==> src/rtl/deparser_pkg.sv <==
// Shared constants and state codes for the deparser (header write-back engine).
// Optional read-back verification is enabled by defining DEPARSER_VERIFY_EN.
`timescale 1ns/1ps
package deparser_pkg;
  localparam int NUM_HEADERS = 4;
  localparam int WORD_WIDTH  = 32;
  localparam int ADDR_BUS    = 32;
  localparam int DATA_BUS    = 32;
  localparam int HDR_BYTES   = 4;

  localparam logic TRUE  = 1'b1;
  localparam logic FALSE = 1'b0;

  typedef enum logic [1:0] {
    DPS_IDLE   = 2'd0,
    DPS_WRITE  = 2'd1,
    DPS_VERIFY = 2'd2,
    DPS_DONE   = 2'd3
  } dps_state_t;
endpackage

==> src/rtl/deparser_next_set_bit.sv <==
// Combinational finder: lowest set bit of mask strictly above from_idx.
// from_idx is signed so that -1 means "search from bit 0".
`timescale 1ns/1ps
module deparser_next_set_bit #(
  parameter int NUM_HDRS = 4,
  parameter int IDX_W    = 2
) (
  input  logic [NUM_HDRS-1:0] mask,
  input  logic signed [IDX_W:0] from_idx,
  output logic [IDX_W-1:0]    idx,
  output logic                found
);
  logic [NUM_HDRS-1:0] hit;

  genvar gi;
  generate
    for (gi = 0; gi < NUM_HDRS; gi++) begin : g_hit
      assign hit[gi] = mask[gi] && (gi > int'(from_idx));
    end
  endgenerate

  // Scan downward so the lowest qualifying bit is the one left standing.
  always_comb begin
    found = 1'b0;
    idx   = '0;
    for (int i = NUM_HDRS - 1; i >= 0; i--) begin
      if (hit[i]) begin
        found = 1'b1;
        idx   = IDX_W'(i);
      end
    end
  end
endmodule

==> src/rtl/deparser.sv <==
// Writes the valid header words back to packet SRAM as a contiguous run from base_addr_i.
// Define DEPARSER_VERIFY_EN to add a read-back cycle after each write and a sticky err_o.
`timescale 1ns/1ps
module deparser
  import deparser_pkg::*;
#(
  parameter int NUM_HDRS = NUM_HEADERS,
  parameter int WORD_W   = WORD_WIDTH,
  parameter int BYTES_W  = HDR_BYTES
) (
  input  logic                       clk,
  input  logic                       rst,
  input  logic                       start_i,
  input  logic [WORD_W*NUM_HDRS-1:0] hdrs_i,
  input  logic [NUM_HDRS-1:0]        hdr_valid_i,
  input  logic [ADDR_BUS-1:0]        base_addr_i,
  output logic                       busy_o,
  output logic                       done_o,
  output logic                       err_o,
  output logic                       mem_ce_o,
  output logic                       mem_we_o,
  output logic [ADDR_BUS-1:0]        mem_addr_o,
  output logic [3:0]                 mem_width_o,
  output logic [DATA_BUS-1:0]        mem_data_o,
  input  logic [DATA_BUS-1:0]        mem_data_i
);
  localparam int IDX_W = (NUM_HDRS > 1) ? $clog2(NUM_HDRS) : 1;
  localparam logic [ADDR_BUS-1:0] STEP = ADDR_BUS'(BYTES_W);

  dps_state_t                 state_reg;
  logic [WORD_W*NUM_HDRS-1:0] hdrs_reg;
  logic [NUM_HDRS-1:0]        mask_reg;
  logic [ADDR_BUS-1:0]        ptr_reg;
  logic [IDX_W-1:0]           idx_reg;
  logic [IDX_W-1:0]           first_idx;
  logic [IDX_W-1:0]           next_idx;
  logic                       first_found;
  logic                       next_found;

  deparser_next_set_bit #(.NUM_HDRS(NUM_HDRS), .IDX_W(IDX_W)) u_first (
    .mask     (hdr_valid_i),
    .from_idx ({(IDX_W+1){1'b1}}),
    .idx      (first_idx),
    .found    (first_found)
  );

  deparser_next_set_bit #(.NUM_HDRS(NUM_HDRS), .IDX_W(IDX_W)) u_next (
    .mask     (mask_reg),
    .from_idx ({1'b0, idx_reg}),
    .idx      (next_idx),
    .found    (next_found)
  );

  assign mem_width_o = 4'(BYTES_W);

`ifdef DEPARSER_VERIFY_EN
  logic err_reg;
  assign err_o = err_reg;
`else
  logic unused_mem_data;
  assign err_o           = FALSE;
  assign unused_mem_data = ^mem_data_i;
`endif

  // The first write is issued on the start edge itself, so ptr_reg always holds
  // the address of the *next* word to be written.
  always_ff @(posedge clk or posedge rst) begin
    if (rst) begin
      state_reg  <= DPS_IDLE;
      hdrs_reg   <= '0;
      mask_reg   <= '0;
      ptr_reg    <= '0;
      idx_reg    <= '0;
      busy_o     <= FALSE;
      done_o     <= FALSE;
      mem_ce_o   <= FALSE;
      mem_we_o   <= FALSE;
      mem_addr_o <= '0;
      mem_data_o <= '0;
`ifdef DEPARSER_VERIFY_EN
      err_reg    <= FALSE;
`endif
    end else begin
      done_o <= FALSE;
      case (state_reg)
        DPS_IDLE: begin
          if (start_i) begin
            hdrs_reg <= hdrs_i;
            mask_reg <= hdr_valid_i;
`ifdef DEPARSER_VERIFY_EN
            err_reg  <= FALSE;
`endif
            if (first_found) begin
              state_reg  <= DPS_WRITE;
              busy_o     <= TRUE;
              mem_ce_o   <= TRUE;
              mem_we_o   <= TRUE;
              mem_addr_o <= base_addr_i;
              mem_data_o <= hdrs_i[first_idx*WORD_W +: WORD_W];
              ptr_reg    <= base_addr_i + STEP;
              idx_reg    <= first_idx;
            end else begin
              state_reg <= DPS_DONE;
              done_o    <= TRUE;
            end
          end
        end
`ifdef DEPARSER_VERIFY_EN
        DPS_WRITE: begin
          state_reg <= DPS_VERIFY;
          mem_we_o  <= FALSE;
        end
        DPS_VERIFY: begin
          if (mem_data_i != mem_data_o) err_reg <= TRUE;
`else
        DPS_WRITE: begin
`endif
          if (next_found) begin
            state_reg  <= DPS_WRITE;
            mem_we_o   <= TRUE;
            mem_addr_o <= ptr_reg;
            mem_data_o <= hdrs_reg[next_idx*WORD_W +: WORD_W];
            ptr_reg    <= ptr_reg + STEP;
            idx_reg    <= next_idx;
          end else begin
            state_reg <= DPS_DONE;
            mem_ce_o  <= FALSE;
            mem_we_o  <= FALSE;
            busy_o    <= FALSE;
            done_o    <= TRUE;
          end
        end
        DPS_DONE: state_reg <= DPS_IDLE;
        default:  state_reg <= DPS_IDLE;
      endcase
    end
  end
endmodule

==> config.mk <==
export PLATFORM = sky130hd
export DESIGN_NAME = deparser
export DESIGN_NICKNAME = d
export VERILOG_FILES = /design/src/rtl/deparser_pkg.sv /design/src/rtl/deparser_next_set_bit.sv /design/src/rtl/deparser.sv
export SDC_FILE = /design/constraint.sdc
export NUM_CORES = 1
export LEC_CHECK = 0
export BUFFER_PORTS_ARGS = -buffer_cell sky130_fd_sc_hd__buf_4
export CAP_MARGIN = 25
export CORE_ASPECT_RATIO = 1.5
export CORE_MARGIN = 2
export CORE_UTILIZATION = 35
export CTS_CLUSTER_SIZE = 14
export DETAILED_ROUTE_END_ITERATION = 10
export SYNTH_ARGS = -nofsm -noshare
export SYNTH_HDL_FRONTEND = slang
export SYNTH_SLANG_ARGS = --single-unit
==> constraint.sdc <==
create_clock -name clk -period 7.3 [get_ports clk]
set_clock_uncertainty 0.15 [all_clocks]
set_input_delay 0.73 -clock clk [delete_from_list [all_inputs] [get_ports clk]]
set_output_delay 0.73 -clock clk [all_outputs]
set_load 0.005 [all_outputs]
==> out/summary.txt <==
CTS clk-pin slew, worst paths: 0.06 ns
most frequent cells in the layout: nand2_1, buf_4, dfrtp_1
Root Buffer: clkbuf_16
first-pass GRT wire length: 52.5 mm
Power Total: 6.17 mW
area of the multi-input gates: 5540 um^2
fin crit period: 4.18 ns
combinational share of power: 0.459
clock share of power: 0.210
layout cells sized above 1: 0.239
pwr/cell area: 440 nW/um^2
mapped cell area: 11100 um^2
largest net degree at the start of global routing: 129
Tightest Pin Transition: 0.914 ns
internal power: 3.63 mW
GRT overflow: 0
post-CTS setup repair buffer count: 0
setup TNS: 0 ns
sequential area share after synthesis: 0.461
post-placement cell area: 13100 um^2
switching share of power: 0.411
area grow syn2layout: 26.8%
Leak Pwr: 6.62 nW
delay-heaviest family, CP: simple AND/OR/NAND/NOR gates
Mapped Avg Cell Area: 8.50 um^2
Slowest cell on crit path: buf_4
initial antenna violation count: 1
design area: 14000 um^2
Num CTS Buffers: 23
number of H-tree levels: 1
Final period util: 0.572
Final #Nets: 1682
Core Area: 31000 um^2
CP startpoint: state_reg[1]
CTS tree: yes
DRT Wirelength: 32.7 mm
Yosys reg bits: 204
count of non-filler cells in the finished layout: 1903
Via density: 5.18
clock sinks: 204
number of fill cells in the layout: 3102
worst skew pair latency: 0.51 ns
Peak VDD IR: 271 uV
reg2reg start: state_reg[1]
Hold-fix buffers, CTS: 0
# IOs: 272
max cap viols: 0
Die Y: 222 um
Slew HR: 0.391
top_reg_cell synth: dfrtp_1
Post-synth EDFFs: 0
DIE AREA: 33100 um^2
max reg flops: 98
net switching power: 2.54 mW
num rows: 79
CP Class: register to register
Yosys warnings: 0
Post-DRT Antenna Nets: 0
setup violators final: 0
Worst Setup Start Kind: register
Mapped Cells: 1302
unique cell type count in the Yosys netlist: 68
DR pass1 iterations: 5
hold slack: 0.261 ns
Crit path largest cell delay: 0.65 ns
drt drc: 0
clock tree buffer depth: 3
crit-path max FO: 52
DP HPWL: 21.9 mm
placed insts: 1859
WP buf/inv: 1
fmax: 239 MHz
async set-or-reset flop fraction in the synthesized netlist: 1.00
Setup crit end kind: register
Initial DRC Count: 478
worst path cell trace: nand2b_4 -> buf_4 -> mux2i_2 -> nand4_2 -> nand4bb_1 -> or3_1 -> a31oi_1 -> a21oi_1
critical path arrival: 4.41 ns
Total GRT Usage: 0.198
Worst Path Required: 7.53 ns
Die X: 149 um
Final Hold Fails: 0
most common cell after layout, fill and taps aside: nand2_1
post-CTS sizing: 0
FF/Latch Area: 5100 um^2
PortBufs: 234
DR vias: 9853
critical path depth in cells: 8
gp weighted congestion: 0.786
Worst Hold Class: input port to asynchronous set/reset pin
WL/cell: 17.2 um
Reg2Reg Depth: 8
Starting Density: 0.356
RSZ-0062 raised after global routing: no
fin. max-slew vios: 0
sequential share of power: 0.331
vias in the first global route: 9933
outcome: finished, final reports clean
final timing paths:
kind | endpoint | slack [ns]
max in group asynchronous | hdrs_reg[64] | 5.51
hold / removal | mem_data_o[20] | 0.26
setup reg to reg | ptr_reg[30] | 3.12
setup / recovery | ptr_reg[30] | 3.12
hold reg to reg | hdrs_reg[108] | 0.32
min in group clk | hdrs_reg[98] | 0.26
power groups by stage:
stage	combinational, mW	clock (mW)	sequential, mW
final	2.83	1.29	2.05
after global routing	3.20	1.37	2.12
after global placement	2.77	0	2.04
after CTS	2.86	1.33	2.05
after detailed placement	2.86	0	2.06
after floorplan	1.93	0	1.98
layout make-up:
cell class / instances / share of cell area
diodes: 1 / 0.000178
multi-input cells: 988 / 0.395
repair buffers: 252 / 0.141
inverters: 13 / 0.00401
clock buffers: 32 / 0.0477
well taps: 405 / 0.0361
flip-flops and latches: 204 / 0.364
clock inverters: 8 / 0.0120
logic make-up (layout without fill, tap and decap cells):
logic type,after synthesis,after routing,synth area share
flops,204,204,0.461
other cells,2,6,0.000679
buf+inv,113,305,0.0438
fa+ha+maj,1,1,0.00113
compound gates,253,253,0.139
mux,66,66,0.0993
simple gates,660,660,0.252
xor+xnor,3,3,0.00238
routing by layer:
metal / vias up / global-route usage / share of wire
li1: 4781 / - / -
met1: 4785 / 0.232 / 0.39
met2: 230 / 0.359 / 0.52
met3: 57 / 0.0356 / 0.053
met4: 0 / 0.0667 / 0.030
met5: - / 0 / 0
per-stage QoR:
step                       util  setup slack, ns
after floorplan               -            0.853
after global placement    0.421             3.18
after detailed placement  0.423             3.14
after CTS                 0.450             3.11
after global routing      0.452             2.85
final                     0.452             3.12
cell usage after synthesis (5+ instances only):
library cell / count / area [um^2]
nand2b_1: 6 / 37.5
o31ai_1: 6 / 45.0
o21ai_0: 94 / 470
nor3_1: 12 / 60.1
a31oi_1: 21 / 131
a311oi_1: 31 / 272
buf_2: 18 / 90.1
and2_1: 14 / 87.6
nand3_1: 15 / 75.1
mux2i_1: 24 / 240
and4b_1: 5 / 50.1
inv_1: 13 / 48.8
a22oi_1: 5 / 37.5
clkbuf_1: 72 / 270
nand2_1: 498 / 1870
a21oi_1: 64 / 320
dfrtp_1: 204 / 5100
nor2_1: 78 / 293
mux4_2: 32 / 721
mux2_2: 6 / 67.6
buf_4: 6 / 45.0
No activity file was read; power rests on OpenSTA's default activity.
